`src/rtl/cic_rate_bridge_if.sv`:
```
// Valid/ready sample stream used on both sides of cic_rate_bridge.
interface cic_rate_bridge_if #(
    parameter int WIDTH = 16
);
    logic [WIDTH-1:0] data;
    logic             valid;
    logic             ready;

    modport master (output data, output valid, input ready);
    modport slave  (input data, input valid, output ready);
endinterface

```
`src/rtl/cic_rate_bridge.sv`:
```
// Single-clock valid/ready rate changer for the CIC chain.
// DnI=1: keep one of every R accepted samples (decimator).
// DnI=0: emit each accepted sample followed by R-1 filler beats (interpolator).
// Optional macro CIC_ZOH_EN: interpolator filler beats repeat the sample
// (zero-order hold) instead of being zero.
module cic_rate_bridge #(
    parameter int WIDTH    = 16,
    parameter int MAX_RATE = 16,
    parameter int DnI      = 1
) (
    input  logic                        clk,
    input  logic                        rstn,
    input  logic [$clog2(MAX_RATE):0]   rate_i,
    cic_rate_bridge_if.slave            in_s,
    cic_rate_bridge_if.master           out_m,
    output logic [$clog2(MAX_RATE)-1:0] phase_o,
    output logic                        rate_err_o
);
    localparam int RW = $clog2(MAX_RATE) + 1;
    localparam int PW = $clog2(MAX_RATE);
    localparam logic [RW-1:0] MAXR = RW'(MAX_RATE);
    localparam logic [RW-1:0] ONE  = RW'(1);

    typedef enum logic {IDLE, EMIT} state_t;

    state_t           state_q, state_d;
    logic [RW-1:0]    rate_q, rate_d;
    logic [RW-1:0]    beats_left_q, beats_left_d;
    logic [PW-1:0]    phase_q, phase_d;
    logic [WIDTH-1:0] out_data_q, out_data_d;
    logic             out_valid_q, out_valid_d;
    logic             rate_err_q, rate_err_d;
    logic             run_q, run_d;

    logic [RW-1:0]    rate_eff;
    logic             rate_bad;
    logic             phase_wrap;
    logic             in_ready;
    logic             accept;
    logic             out_xfer;

    // Sanitise the requested rate: 0 behaves as 1, oversize clamps to MAX_RATE.
    always_comb begin
        rate_bad = (rate_i == '0) || (rate_i > MAXR);
        if (rate_i == '0)
            rate_eff = ONE;
        else if (rate_i > MAXR)
            rate_eff = MAXR;
        else
            rate_eff = rate_i;
        phase_wrap = ({1'b0, phase_q} + ONE) == rate_q;
    end

    // Upstream ready; run_q holds it low for the first cycle out of reset.
    always_comb begin
        if (!run_q)
            in_ready = 1'b0;
        else if (DnI != 0)
            in_ready = (phase_q != '0) || !out_valid_q || out_m.ready;
        else
            in_ready = (state_q == IDLE) ||
                       ((beats_left_q == ONE) && out_valid_q && out_m.ready);
        accept   = in_s.valid && in_ready;
        out_xfer = out_valid_q && out_m.ready;
    end

    // Next-state logic for both rate-change directions.
    always_comb begin
        state_d      = state_q;
        rate_d       = rate_q;
        beats_left_d = beats_left_q;
        phase_d      = phase_q;
        out_data_d   = out_data_q;
        out_valid_d  = out_valid_q;
        rate_err_d   = rate_err_q;
        run_d        = 1'b1;

        if (DnI != 0) begin
            if (out_xfer)
                out_valid_d = 1'b0;
            if (accept) begin
                if (phase_q == '0) begin
                    rate_d      = rate_eff;
                    rate_err_d  = rate_err_q | rate_bad;
                    out_data_d  = in_s.data;
                    out_valid_d = 1'b1;
                    phase_d     = (rate_eff == ONE) ? '0 : PW'(1);
                end else begin
                    phase_d = phase_wrap ? '0 : phase_q + 1'b1;
                end
            end
        end else begin
            // An accept while in EMIT only happens on the last beat's transfer,
            // so the burst-start load below simply overrides the end-of-burst path.
            if (out_xfer) begin
                if (beats_left_q == ONE) begin
                    state_d     = IDLE;
                    out_valid_d = 1'b0;
                    phase_d     = '0;
                end else begin
                    beats_left_d = beats_left_q - ONE;
                    phase_d      = phase_q + 1'b1;
`ifdef CIC_ZOH_EN
                    out_data_d   = out_data_q;
`else
                    out_data_d   = '0;
`endif
                end
            end
            if (accept) begin
                state_d      = EMIT;
                rate_d       = rate_eff;
                rate_err_d   = rate_err_q | rate_bad;
                out_data_d   = in_s.data;
                out_valid_d  = 1'b1;
                phase_d      = '0;
                beats_left_d = rate_eff;
            end
        end
    end

    // State registers with asynchronous active-low clear.
    always_ff @(posedge clk or negedge rstn) begin
        if (!rstn) begin
            state_q      <= IDLE;
            rate_q       <= ONE;
            beats_left_q <= '0;
            phase_q      <= '0;
            out_data_q   <= '0;
            out_valid_q  <= 1'b0;
            rate_err_q   <= 1'b0;
            run_q        <= 1'b0;
        end else begin
            state_q      <= state_d;
            rate_q       <= rate_d;
            beats_left_q <= beats_left_d;
            phase_q      <= phase_d;
            out_data_q   <= out_data_d;
            out_valid_q  <= out_valid_d;
            rate_err_q   <= rate_err_d;
            run_q        <= run_d;
        end
    end

    assign in_s.ready  = in_ready;
    assign out_m.data  = out_data_q;
    assign out_m.valid = out_valid_q;
    assign phase_o     = phase_q;
    assign rate_err_o  = rate_err_q;
endmodule

```
`src/flat_wrapper.sv`:
```
// flat-port wrapper written by rule: the top's interface ports become plain ports
module cic_rate_bridge_flat 
#(
    parameter int WIDTH    = 16,
    parameter int MAX_RATE = 16,
    parameter int DnI      = 1
)
  (clk, rstn, rate_i, phase_o, rate_err_o, in_s_data, in_s_valid, in_s_ready, out_m_data, out_m_valid, out_m_ready);
  cic_rate_bridge_if #(.WIDTH(WIDTH)) in_s_i ();
  cic_rate_bridge_if #(.WIDTH(WIDTH)) out_m_i ();
  input  logic clk;
  input  logic rstn;
  input  logic [$clog2(MAX_RATE):0] rate_i;
  output logic [$clog2(MAX_RATE)-1:0] phase_o;
  output logic rate_err_o;
  input wire logic [$bits(in_s_i.data)-1:0] in_s_data;
  input wire logic [$bits(in_s_i.valid)-1:0] in_s_valid;
  output wire logic [$bits(in_s_i.ready)-1:0] in_s_ready;
  output wire logic [$bits(out_m_i.data)-1:0] out_m_data;
  output wire logic [$bits(out_m_i.valid)-1:0] out_m_valid;
  input wire logic [$bits(out_m_i.ready)-1:0] out_m_ready;
  assign in_s_i.data = in_s_data;
  assign in_s_i.valid = in_s_valid;
  assign in_s_ready = in_s_i.ready;
  assign out_m_data = out_m_i.data;
  assign out_m_valid = out_m_i.valid;
  assign out_m_i.ready = out_m_ready;
  cic_rate_bridge #(.WIDTH(WIDTH), .MAX_RATE(MAX_RATE), .DnI(DnI)) u_core (.clk(clk), .rstn(rstn), .rate_i(rate_i), .in_s(in_s_i), .out_m(out_m_i), .phase_o(phase_o), .rate_err_o(rate_err_o));
endmodule
```
`config.mk`:
```
export PLATFORM = sky130hd
export DESIGN_NAME = cic_rate_bridge_flat
export DESIGN_NICKNAME = d
export VERILOG_FILES = /design/src/rtl/cic_rate_bridge_if.sv /design/src/rtl/cic_rate_bridge.sv /design/src/flat_wrapper.sv
export SDC_FILE = /design/constraint.sdc
export NUM_CORES = 1
export LEC_CHECK = 0
export CAP_MARGIN = 0
export CORE_AREA = 2 2 62 64
export CTS_BUF_LIST = sky130_fd_sc_hd__clkbuf_8
export DETAILED_ROUTE_END_ITERATION = 16
export DIE_AREA = 0 0 64 66
export GPL_TIMING_DRIVEN = 0
export MAX_ROUTING_LAYER = met4
export PLACE_DENSITY = 0.76
export SLEW_MARGIN = 10
export SYNTH_ARGS = -nofsm -noshare
export SYNTH_HDL_FRONTEND = slang
export SYNTH_SLANG_ARGS = --single-unit
```
`constraint.sdc`:
```
create_clock -name clk -period 2 [get_ports clk]
set_input_delay 0.4 -clock clk [delete_from_list [all_inputs] [get_ports clk]]
set_output_delay 0.4 -clock clk [all_outputs]
set_load 0.03 [all_outputs]
```
==> out/qor.yml, run 1 <==
worst_setup_path:
  crit_path_cell_trace: "inv_2 -> ha_4 -> xor2_1 -> a211o_1 -> a211oi_4 -> buf_4 -> a21oi_1 -> a21o_1"
  end_kind: "flop"
  critPathLaunch: "u_core.phase_o[0]$_DFFE_PN0P_"
  critPathLaunchType: "flop"
  critical_path_buf_inv_count: 2
  worst-path-max-fanout: 5
  cp_top_family: "compound AO/OA/AOI/OAI gates"
  arrival_ns: 2.11
  path_class: "reg2reg"
  slowest_stage: "dfrtp_2"
  r2r-start: "u_core.phase_o[0]$_DFFE_PN0P_"
  cp.required_ns: 2.17
  slowest_delay_ns: 0.45
synthesis:
  syn-num-nets: 179
  synthCells: 150
  synth_area_leaders: "dfrtp_1, nand2_1, ha_1"
  ys.flop_type: "dfrtp_1"
  yosysTopAreaCellShare: 0.495
  yosysSeqAreaShare: 0.514
  yosysWarnings: 0
  synthTopCellsByCount: "nand2_1, dfrtp_1, inv_1, nor2_1"
  synthArstFlopShare: 1.00
  yosys_register_bits: 28
  netlist_area_sq_um: 1370
  synth_edf_count: 0
  yosysMostFrequentCell: "nand2_1"
  synth_area_per_cell_sq_um: 9.10
  yosys.area.top_type: "dfrtp_1"
  ys_types: 35
grt:
  grt_pass1_wl_microns: 5130
  antenna_found_initial: 0
  grt_pass1_vias: 1195
  grt_usage: 0.158
  overflow: 0
  grt_max_degree: 29
placement:
  dp_hpwl_microns: 2200
  place_inst: 245
  gp_congestion: 0.852
  portBuffers: 47
route:
  num_vias: 1181
  wl_per_cell_microns: 11.8
  drcViolationCount: 0
  drtPass1Iterations: 3
  viasPerCell: 4.60
  ant_nets: 0
  drt_wl_total_microns: 3030
  drt_iter0_drc: 57
timing:
  period_minus_slack_ns: 1.94
  tightest_slew_ns: 0.633
  timing.final.max_slew_violations: 0
  setup_violations: 0
  fin_skew_ns: 0.00366
  fmax_ghz: 0.515
  post-route-period-util: 0.971
  relSlewSlack: 0.578
  timing_hold_violations_final: 0
  rsz0062_at_grt: "false"
floorplan:
  die_area_sq_um: 4220
  fp.coreArea_sq_um: 3550
  placementRows: 22
  die_x_microns: 64
  io_pins: 48
  initial_utilization: 0.384
  die_h_microns: 66
layout:
  n_antenna_cell: 0
  finalNonFillerCells: 257
  area_growth_pct: 49.0
  nets: 239
  post_route_cells_drive_above_1_share: 0.148
clock_network:
  htreeDepth: 1
  clock-root-buffer: "clkbuf_8"
  clk_transition_reported_paths_ns: 0.09
  ctsHoldBuffers: 0
  cts_buffer_depth: 2
  numCtsBuffers: 3
  cts.sinks: 28
  clkLatencyLatePin_ns: 0.27
  cts_tree: "done"
min_path:
  worst_hold_path_type: "in2async"
power_and_ir_drop:
  p_per_area_nw_per_um2: 954
  leakagePower_nw: 0.950
  p_total_mw: 1.94
  ir_worst_vdd_v: 0.000430
status:
  status: "complete, no violations"
job:
  cap_violations: 0
-- cell families after synthesis --
kind of cell             Yosys count  share of synthesized area
adder cells (fa/ha/maj)            4                     0.0367
flip-flops                        28                      0.514
XOR/XNOR                           4                     0.0257
buffers and inverters             10                     0.0385
AO/OA/AOI/OAI                     18                     0.0972
other                              1                    0.00275
AND/OR/NAND/NOR                   85                      0.285
-- state kept, by name, summed over array words and instances, names as in the netlist --
| register | cells |
|---|---|
| u_core.out_m.data | 16 |
| u_core.rate_q | 5 |
| u_core.phase_o | 4 |
| u_core.out_m.valid | 1 |
| u_core.rate_err_o | 1 |
| u_core.run_q | 1 |
-- routing by layer --
metal	vias to the layer above	GRT usage	share of wire
li1	608	-	-
met1	542	0.193	0.46
met2	29	0.277	0.50
met3	2	0.0273	0.038
met4	0	0.0326	0.0043
met5	-	-	0
-- cell usage in the layout, fill, tap and decap left out, types with 4 or more instances in the layout --
| cell type | synthesis | layout |
|---|---|---|
| nand3_1 | 4 | 4 |
| nand2_1 | 61 | 61 |
| clkdlybuf4s50_1 | 0 | 45 |
| dfrtp_1 | 27 | 25 |
| a21oi_1 | 4 | 4 |
| buf_4 | 2 | 10 |
| nor2_1 | 5 | 5 |
| clkbuf_8 | 0 | 4 |
-- timing repair --
item,CTS,global route
gates resized for setup,3,9
endpoints found under the setup margin,8,24
hold endpoints to repair,0,0
pin swaps,0,3
setup buffers,1,7
-- final timing paths --
path                                                      end  slack, ns  depth (start not counted)
worst max-delay path            u_core.phase_o[3]$_DFFE_PN0P_       0.06                          8
worst min-delay path            u_core.phase_o[2]$_DFFE_PN0P_       0.14                          1
worst max register to register  u_core.phase_o[3]$_DFFE_PN0P_       0.06                          8
worst min register to register   u_core.rate_q[0]$_DFFE_PN1P_       0.48                          2
max in group asynchronous       u_core.phase_o[1]$_DFFE_PN0P_       1.42                          1
min in group clk                 u_core.rate_q[0]$_DFFE_PN1P_       0.48                          2
-- per-stage QoR --
| step | setup slack (ns) | hold slack, ns | TNS [ns] | util | cell area [sq um] |
|---|---|---|---|---|---|
| detailed placement | -0.208 | 0.454 | -0.393 | 0.533 | 1890 |
| global placement | -0.228 | 0.459 | -0.401 | 0.535 | 1900 |
| CTS | 0.0114 | 0.153 | 0 | 0.551 | 1960 |
| finish | 0.0575 | 0.139 | 0 | 0.573 | 2030 |
| global route | 0.00299 | 0.183 | 0 | 0.573 | 2030 |
| floorplan | 0.0442 | 0.104 | 0 | - | 1370 |
-- area by class of cell --
type / instances / area [sq um]
plain buffers: 5 / 36.3
clock buffers: 4 / 55.1
fillers: 312 / 1520
inverters: 5 / 18.8
multi-input cells: 112 / 633
flip-flops and latches: 28 / 704
well taps: 48 / 60.1
repair buffers: 55 / 527
-- report_power, final --
group / internal, mW / total (mW) / switching [mW]
logic: 0.389 / 0.843 / 0.454
registers: 0.674 / 0.750 / 0.0752
clock network: 0.176 / 0.349 / 0.173
Note: power is estimated with default switching activity, not from simulation.
==> run 2, diff against run 1 <==
- PLACE_DENSITY: 0.76 -> 0.73
- clock period: 2 -> 2.1 ns (I/O delays scaled with it)
==> run 2 against run 1 <==
  * Combinational power shrank 9.1%
  * Global-route usage decreased by 0.35 points
  * Clock power is 21% higher
  * Total power is 2.3% lower
  * Sequential power is 5.2% lower
  * Utilization is 1.1 points lower
  * Critical endpoint is now u_core.phase_o[2]$_DFFE_PN0P_
  * Highest routed layer unchanged
==> out/qor.yml, run 2 (synthesis results as in run 1) <==
layout:
  area_growth_pct: 46.2
  n_antenna_cell: 0  # unchanged
  post_route_cells_drive_above_1_share: 0.103  # -0.0454
  nets: 234  # -2.1%
  final_cell_mix: "nand2_1, clkdlybuf4s50_1, dfrtp_1"
  largest_reg_flops: 16  # unchanged
  final_area_sq_um: 2000  # -1.9%
  final_core_util: 0.562  # -0.0109
  mostFrequentLayoutCell: "nand2_1"
worst_setup_path:
  end_kind: "flop"
  cp.required_ns: 2.27  # +0.10 ns
  crit_path_cell_trace: "inv_1 -> ha_4 -> xor2_1 -> a211o_1 -> a211oi_4 -> o21ai_1 -> a32o_1"
  path_class: "reg2reg"
  critPathLaunchType: "flop"
  slowest_delay_ns: 0.47  # +0.02 ns
  worst-path-max-fanout: 7  # +2
  slowest_stage: "dfrtp_2"
  r2r_cells: 7  # -1
  reg2reg_setup_slack_ns: 0.17  # +0.11 ns
  arrival_ns: 2.10  # about the same
  r2r-end: "u_core.phase_o[2]$_DFFE_PN0P_"
  r2r-start: "u_core.phase_o[0]$_DFFE_PN0P_"
route:
  ant_nets: 0  # unchanged
  viasPerCell: 4.63  # +0.86%
  drtPass1Iterations: 4  # +1
  drt_wl_total_microns: 2870  # -5.5%
  wl_per_cell_microns: 11.4  # -3.6%
  drcViolationCount: 0  # unchanged
  num_vias: 1168  # -1.1%
  drt_iter0_drc: 50  # -12%
power_and_ir_drop:
  ir_worst_vdd_v: 0.000441  # +2.6%
  leakagePower_nw: 0.934  # -1.7%
  p_per_area_nw_per_um2: 951  # -0.36%
timing:
  timing.final.max_slew_violations: 0  # unchanged
  timing_hold_violations_final: 0  # unchanged
  rsz0062_at_grt: "false"
  finalSetupTns_ns: 0  # unchanged
  relSlewSlack: 0.590  # +0.0122
  period_minus_slack_ns: 1.93  # -0.00792 ns
  fin_skew_ns: 0.00279  # -0.000873 ns
  setup_violations: 0  # unchanged
  fmax_ghz: 0.517  # +0.41%
  post-route-period-util: 0.921  # -0.0500
  fin_hold_ws_ns: 0.149  # +0.0108 ns
  tightest_slew_ns: 0.615  # -0.0184 ns
grt:
  grt_pass1_vias: 1108  # -7.3%
  overflow: 0  # unchanged
  grt_pass1_wl_microns: 4970  # -3.2%
  grt_max_degree: 29  # unchanged
  grt_usage: 0.155  # -0.00355
  antenna_found_initial: 0  # unchanged
floorplan:
  die_x_microns: 64  # unchanged
  io_pins: 48  # unchanged
  fp.coreArea_sq_um: 3550  # unchanged
  initial_utilization: 0.384  # unchanged
  die_h_microns: 66  # unchanged
  die_area_sq_um: 4220  # unchanged
  placementRows: 22  # unchanged
placement:
  portBuffers: 47  # unchanged
  placed_area_sq_um: 1890  # about the same
  dp_hpwl_microns: 2140  # -2.7%
  gp_congestion: 0.851  # -0.11%
clock_network:
  cts_tree: "done"
  clkLatencyLatePin_ns: 0.27  # about the same
  cts_buffer_depth: 2  # unchanged
  htreeDepth: 1  # unchanged
  clock-root-buffer: "clkbuf_8"
  numCtsBuffers: 3  # unchanged
  cts.sinks: 28  # unchanged
  clk_transition_reported_paths_ns: 0.09  # about the same
status:
  status: "complete, no violations"
min_path:
  worst_hold_path_type: "in2async"
job:
  cap_violations: 0  # unchanged
==> run 2: per-layer routing <==
metal | up-vias | wire, microns | GRT usage
li1 | 594 | - | -
met1 | 539 | 1270 | 0.190
met2 | 33 | 1450 | 0.262
met3 | 2 | 124 | 0.0221
met4 | 0 | 25 | 0.0571
met5 | - | 0 | -
==> run 2: timing repair <==
item | CTS | global route
resized for setup | 1 | 7
endpoints found under the setup margin | 1 | 18
setup buffers | 1 | 2
pin swaps | 0 | 1
hold buffers | 0 | 0
==> run 2: layout make-up <==
class	instances	area (sq um)
Buffer	5	36.3
Clock buffer	3	41.3
Clock inverter	1	30.0
Fill cell	336	1560
Inverter	5	18.8
Multi-Input combinational cell	112	623
Sequential cell	28	703
Tap cell	48	60.1
Timing Repair Buffer	50	483
==> run 2: power breakdown <==
part	switching, mW	internal (mW)
combinational	0.417	0.350
clock	0.166	0.255
sequential	0.0704	0.640
==> run 2: metrics by stage <==
step	setup slack [ns]	std cells	total power, mW
floorplan	0.0342	150	1.19
global placement	-0.170	245	1.46
CTS	0.0149	250	1.90
global route	0.0208	252	2.03
finish	0.165	252	1.90
detailed placement	-0.177	245	1.47
==> run 2: worst max-delay path, delay by kind of cell (launching register included) <==
family                   cells  cell delay (ns)
flip-flops                   1             0.47
AO/OA/AOI/OAI                4             0.89
adder cells (fa/ha/maj)      1             0.21
buffers and inverters        1             0.11
XOR/XNOR                     1             0.15
==> run 2: worst max-delay path by stage <==
stage	start	to	slack, ns
after CTS	u_core.phase_o[0]$_DFFE_PN0P_	in_s_ready	0.01
after detailed placement	out_m_ready	in_s_ready	-0.18
after floorplan	u_core.phase_o[1]$_DFFE_PN0P_	u_core.phase_o[2]$_DFFE_PN0P_	0.03
final	u_core.phase_o[0]$_DFFE_PN0P_	u_core.phase_o[2]$_DFFE_PN0P_	0.17
after global placement	out_m_ready	in_s_ready	-0.17
after global routing	u_core.phase_o[0]$_DFFE_PN0P_	u_core.out_m.data[0]$_DFFE_PN0P_	0.02
==> patch 1: new RTL, settings of run 2 <==
`MAX_RATE` is set to 16 in 2 places; all go to 32.
--- a/src/rtl/cic_rate_bridge.sv
+++ b/src/rtl/cic_rate_bridge.sv
@@ -5,7 +5,7 @@
 // (zero-order hold) instead of being zero.
 module cic_rate_bridge #(
     parameter int WIDTH    = 16,
-    parameter int MAX_RATE = 16,
+    parameter int MAX_RATE = 32,
     parameter int DnI      = 1
 ) (
     input  logic                        clk,
--- a/src/flat_wrapper.sv
+++ b/src/flat_wrapper.sv
@@ -2,7 +2,7 @@
 module cic_rate_bridge_flat 
 #(
     parameter int WIDTH    = 16,
-    parameter int MAX_RATE = 16,
+    parameter int MAX_RATE = 32,
     parameter int DnI      = 1
 )
   (clk, rstn, rate_i, phase_o, rate_err_o, in_s_data, in_s_valid, in_s_ready, out_m_data, out_m_valid, out_m_ready);
Interface: changed (resized phase_o and rate_i); port bits go from 48 to 50. The function was not compared with the original's and may differ.
==> patch 1 against run 2 <==
- sequential cell count up 2
- die area is the same
- power fell by 18%
- highest routed layer unchanged
- final cell count rose by 11%
- routed wire length grew 27%
- synthesized area rose by 11%
- setup slack lost 0.13 ns
- critical path type unchanged
- critical endpoint is now u_core.out_m.data[13]$_DFFE_PN0P_
- final area up 16%
==> patch 1: results (changes against run 2) <==
[pwr]
p_comb_frac = 0.290  ; -0.114
ir_drop_mv = 0.381  ; -14%
leakage_nw = 1.08  ; +16%
swShare = 0.315  ; -0.0289
p_int_w = 0.00107  ; -14%
pg_clk_w = 0.000476  ; +13%

[timing]
clock_skew_ns = 0.00297  ; +0.000178 ns
post-route-period-util = 0.982  ; +0.0606
relSlewSlack = 0.554  ; -0.0358

[drt]
routed_wl_mm = 3.63  ; +27%
routedWlPerCell_um = 13.0  ; +14%
met2_length_mm = 1.75  ; +21%
route.met3.wl_um = 185  ; +49%
drt_iter0_markers = 60  ; +20%
wl_met1_mm = 1.65  ; +30%
via_per_inst = 4.89  ; +5.5%
maxUsedRoutingLayer = met4

[place]
dp.final_hpwl_mm = 2.38  ; +11%
finalWeightedCongestion = 0.863  ; +1.4%
io_buffers = 49  ; +4.3%
pre_cts_ws_ns = -0.313  ; -0.136 ns
dp_cells = 269  ; +9.8%

[cts]
cts.clk_slew.worst_paths_ns = 0.06  ; -0.03 ns
cts_resized = 5  ; +4
cts_max_path_buffers = 2  ; unchanged
cts_setup_buffers = 1  ; unchanged
cts_buffers = 5  ; +2
htreeDepth = 2  ; +1

[critical_path]
r2r_cells = 8  ; +1
endpoint = u_core.out_m.data[13]$_DFFE_PN0P_
crit_path_max_incr_delay_ns = 0.50  ; +0.03 ns
crit_slowest_cell = or4b_4
worstReg2RegStart = u_core.phase_o[0]$_DFFE_PN0P_
r2r_slack_ns = 0.04  ; -0.13 ns
cp_top_family = simple AND/OR/NAND/NOR gates

[synthesis]
postSynthAreaPerCell_sq_um = 8.82  ; -3.0%
syn-num-nets = 200  ; +12%
ys_seq_area_frac = 0.495  ; -0.0187
synth_area_leaders = dfrtp_1 48%, nand2_1 17%, nand3b_1 2.5%, dfstp_2 1.7%, xor2_1 1.7%
synth_common_cells = 67 x nand2_1, 29 x dfrtp_1, 5 x buf_2, 5 x inv_1, 5 x nand3b_1
ys_types = 42  ; +20%

[global_routing]
grt_max_degree = 31  ; +6.9%
grtUsageTotal = 0.188  ; +0.0328
grt_use_met1 = 0.246  ; +0.0564
use_met3 = 0.0596  ; +0.0375
met2_usage = 0.279  ; +0.0169
grt_pass1_wl_mm = 5.87  ; +18%
first_global_vias = 1316  ; +19%

[finish]
fillers = 289  ; -14%
layout-drive-gt1-share = 0.172  ; +0.0695
finalNetCount = 259  ; +11%

[status]
status = finished, final reports clean

## patch 1: final cells by class
cell class / count / area [sq um] / area share
Multi-Input combinational cell: 129 / 767 / 0.333
Sequential cell: 30 / 753 / 0.327
Timing Repair Buffer: 53 / 546 / 0.237
Clock buffer: 6 / 82.6 / 0.0358
Buffer: 7 / 70.1 / 0.0304
Tap cell: 48 / 60.1 / 0.0260
Inverter: 5 / 18.8 / 0.00814
Clock inverter: 2 / 8.76 / 0.00380
## patch 1: stage by stage
step           area, sq um  hold WS, ns
2_1_floorplan         1520        0.124
3_3_place_gp          2070        0.446
3_5_place_dp          2060        0.447
4_1_cts               2180        0.200
5_1_grt               2310        0.213
6_report              2310        0.167
## patch 1: cell families after synthesis
kind of cell | Yosys count | synth area share
simple gates | 100 | 0.316
flops | 30 | 0.495
compound gates | 21 | 0.0948
buf+inv | 13 | 0.0462
xor+xnor | 5 | 0.0289
fa+ha+maj | 2 | 0.0165
other cells | 1 | 0.00247
==> patch 2: new RTL, flow settings as in run 2 <==
Without the edit above. Reset style: synchronous (`rstn`), changed in one clocked block. Comments in the files are not updated.
--- a/src/rtl/cic_rate_bridge.sv
+++ b/src/rtl/cic_rate_bridge.sv
@@ -120,7 +120,7 @@
     end
 
     // State registers with asynchronous active-low clear.
-    always_ff @(posedge clk or negedge rstn) begin
+    always_ff @(posedge clk) begin
         if (!rstn) begin
             state_q      <= IDLE;
             rate_q       <= ONE;
Check against the original RTL: differs if rstn is asserted again (counterexample within 4 cycles, from zero or initial values and one cycle with rstn low); with rstn held inactive, the same outputs for 10 cycles.
==> patch 2 against run 2 <==
- clock skew down 0.0013 ns
- largest cell class is now multi-input combinational cells
- critical path depth fell by 2
- synthesized area is 1.9% higher
- sequential cell count did not move
- sequential share of layout area shrank 7.0 points
- fmax fell by 3.5%
- final cell count rose by 2.8%
- routed wire length grew 5.0%
- non-clock buffer count grew 2
- setup slack worse by 0.069 ns
- final area down 0.13%
Power is not compared: it rests on default switching activity, and its combinational part moved more than twofold at a synthesized area within 25%.
==> patch 2: results (changes against run 2) <==
[status]
status = finished, final reports clean

[synthesis]
ys_types = 37  ; +5.7%
synthAdderAreaFrac = 0.0360  ; -0.000692
ys_ff_latch = 28  ; unchanged
ys_async_sr_fraction = 0  ; -1.00
synth-edff-count = 0  ; unchanged
synth_common_cells = 38 x nand2_1, 28 x dfxtp_1, 10 x a21boi_0, 10 x a21boi_2, 7 x nor2_1
synth_xor_area_frac = 0.0315  ; +0.00581
synth_area_leaders = dfxtp_1 40%, nand2_1 10%, a21boi_2 8.1%, a21boi_0 5.4%, ha_1 3.6%
syn-num-nets = 187  ; +4.5%
synth_ff_type = dfxtp_1
synth_compound_area_frac = 0.219  ; +0.121
ys_warn_count = 0  ; unchanged
ys_seq_area_frac = 0.403  ; -0.111

[pwr]
leakage_nw = 0.703
ir_drop_mv = 0.338
power_density_nw_per_um2 = 574

[finish]
layout-drive-gt1-share = 0.142  ; +0.0392
finalNetCount = 241  ; +3.0%
largest_reg_flops = 16  ; unchanged
multi_input_comb_cells = 118  ; +5.4%
buffers = 57  ; +3.6%
seq_share = 0.282  ; -0.0705
multi_input_area_share = 0.384  ; +0.0720
fillers = 349  ; +3.9%
clock_buffers = 4  ; +1
buffer_area_frac = 0.269  ; +0.00849
clk_share = 0.0276  ; -0.00812
inv_count = 4  ; -1

[global_routing]
grt_pass1_wl_mm = 5.24  ; +5.4%
use_met3 = 0.0256  ; +0.00341
grt_max_degree = 16  ; -45%
grt_use_met1 = 0.197  ; +0.00773
grtUsageTotal = 0.160  ; +0.00507
met2_usage = 0.273  ; +0.0117
first_global_vias = 1152  ; +4.0%

[cts]
cts_max_path_buffers = 2  ; unchanged
clk_latency_ns = 0.27  ; about the same

[timing]
relSlewSlack = 0.702  ; +0.112
clock_skew_ns = 0.00147  ; -0.00132 ns

[drt]
route.met3.wl_um = 114  ; -8.1%
first_pass_iters = 4  ; unchanged
drt_iter0_markers = 55  ; +10%
routed_wl_mm = 3.01  ; +5.0%
met2_length_mm = 1.48  ; +2.2%
wl_met1_mm = 1.41  ; +11%
via_per_inst = 4.72  ; +1.8%
maxUsedRoutingLayer = met4
ant_nets = 0  ; unchanged

[hold_path]
worstHoldPathType = flip-flop to flip-flop

[critical_path]
cp_max_fo = 6  ; -1
arrival_ns = 1.58  ; -0.52 ns

[place]
io_buffers = 47  ; unchanged
finalWeightedCongestion = 0.802  ; -5.7%
dp.final_hpwl_mm = 2.26  ; +5.6%

## patch 2: cell types whose count changed in the layout (fill, tap and decap cells not counted), moves of 4 or more
cell      before  now
dfxtp_1        0   27
dfrtp_1       26    0
nand2_1       61   38
a21boi_2       0   10
a21boi_0       0    9
o21ai_0        1    6
clkbuf_1       0    4
## patch 2: worst paths after layout
check,depth (start not counted),slack (ns),end,startpoint
worst max-delay path,5,0.1,in_s_ready,u_core.phase_o[0]$_SDFFE_PN0P_
worst min-delay path,2,0.46,u_core.out_m.data[8]$_SDFFE_PN0P_,u_core.out_m.data[8]$_SDFFE_PN0P_
worst max register to register,8,0.27,u_core.out_m.data[0]$_SDFFE_PN0P_,u_core.phase_o[0]$_SDFFE_PN0P_
worst min register to register,2,0.46,u_core.out_m.data[8]$_SDFFE_PN0P_,u_core.out_m.data[8]$_SDFFE_PN0P_
## patch 2: critical path, cell delays in order, from the launching register on
cell and delay [ns]:
dfxtp_2 0.40, inv_1 0.07, ha_1 0.22, nor3b_4 0.17, a21boi_1 0.14, clkdlybuf4s18_2 0.32
## patch 2: per-stage QoR
stage                     setup WS [ns]  setup TNS [ns]   util  instance area, sq um  instances
after CTS                        0.0705               0  0.557                  1980        257
after global routing           0.000745               0  0.561                  1990        259
final                            0.0961               0  0.561                  1990        259
after global placement           -0.211          -0.331  0.541                  1920        253
after floorplan                   0.149               0      -                  1390        158
after detailed placement         -0.214          -0.341  0.541                  1920        253
## patch 2: report_power, final
part / internal [W] / switching (W)
Combinational: 0.000123 / 0.000123
Clock: 0.000168 / 0.000160
Sequential: 0.000555 / 0.0000154
Total: 0.000845 / 0.000298
## patch 2: what timing repair did
action | 4_1_cts | 5_1_grt
endpoints found under the setup margin | 1 | 1
gates resized for setup | 4 | 1
setup buffers | 0 | 2
hold buffers | 0 | 0
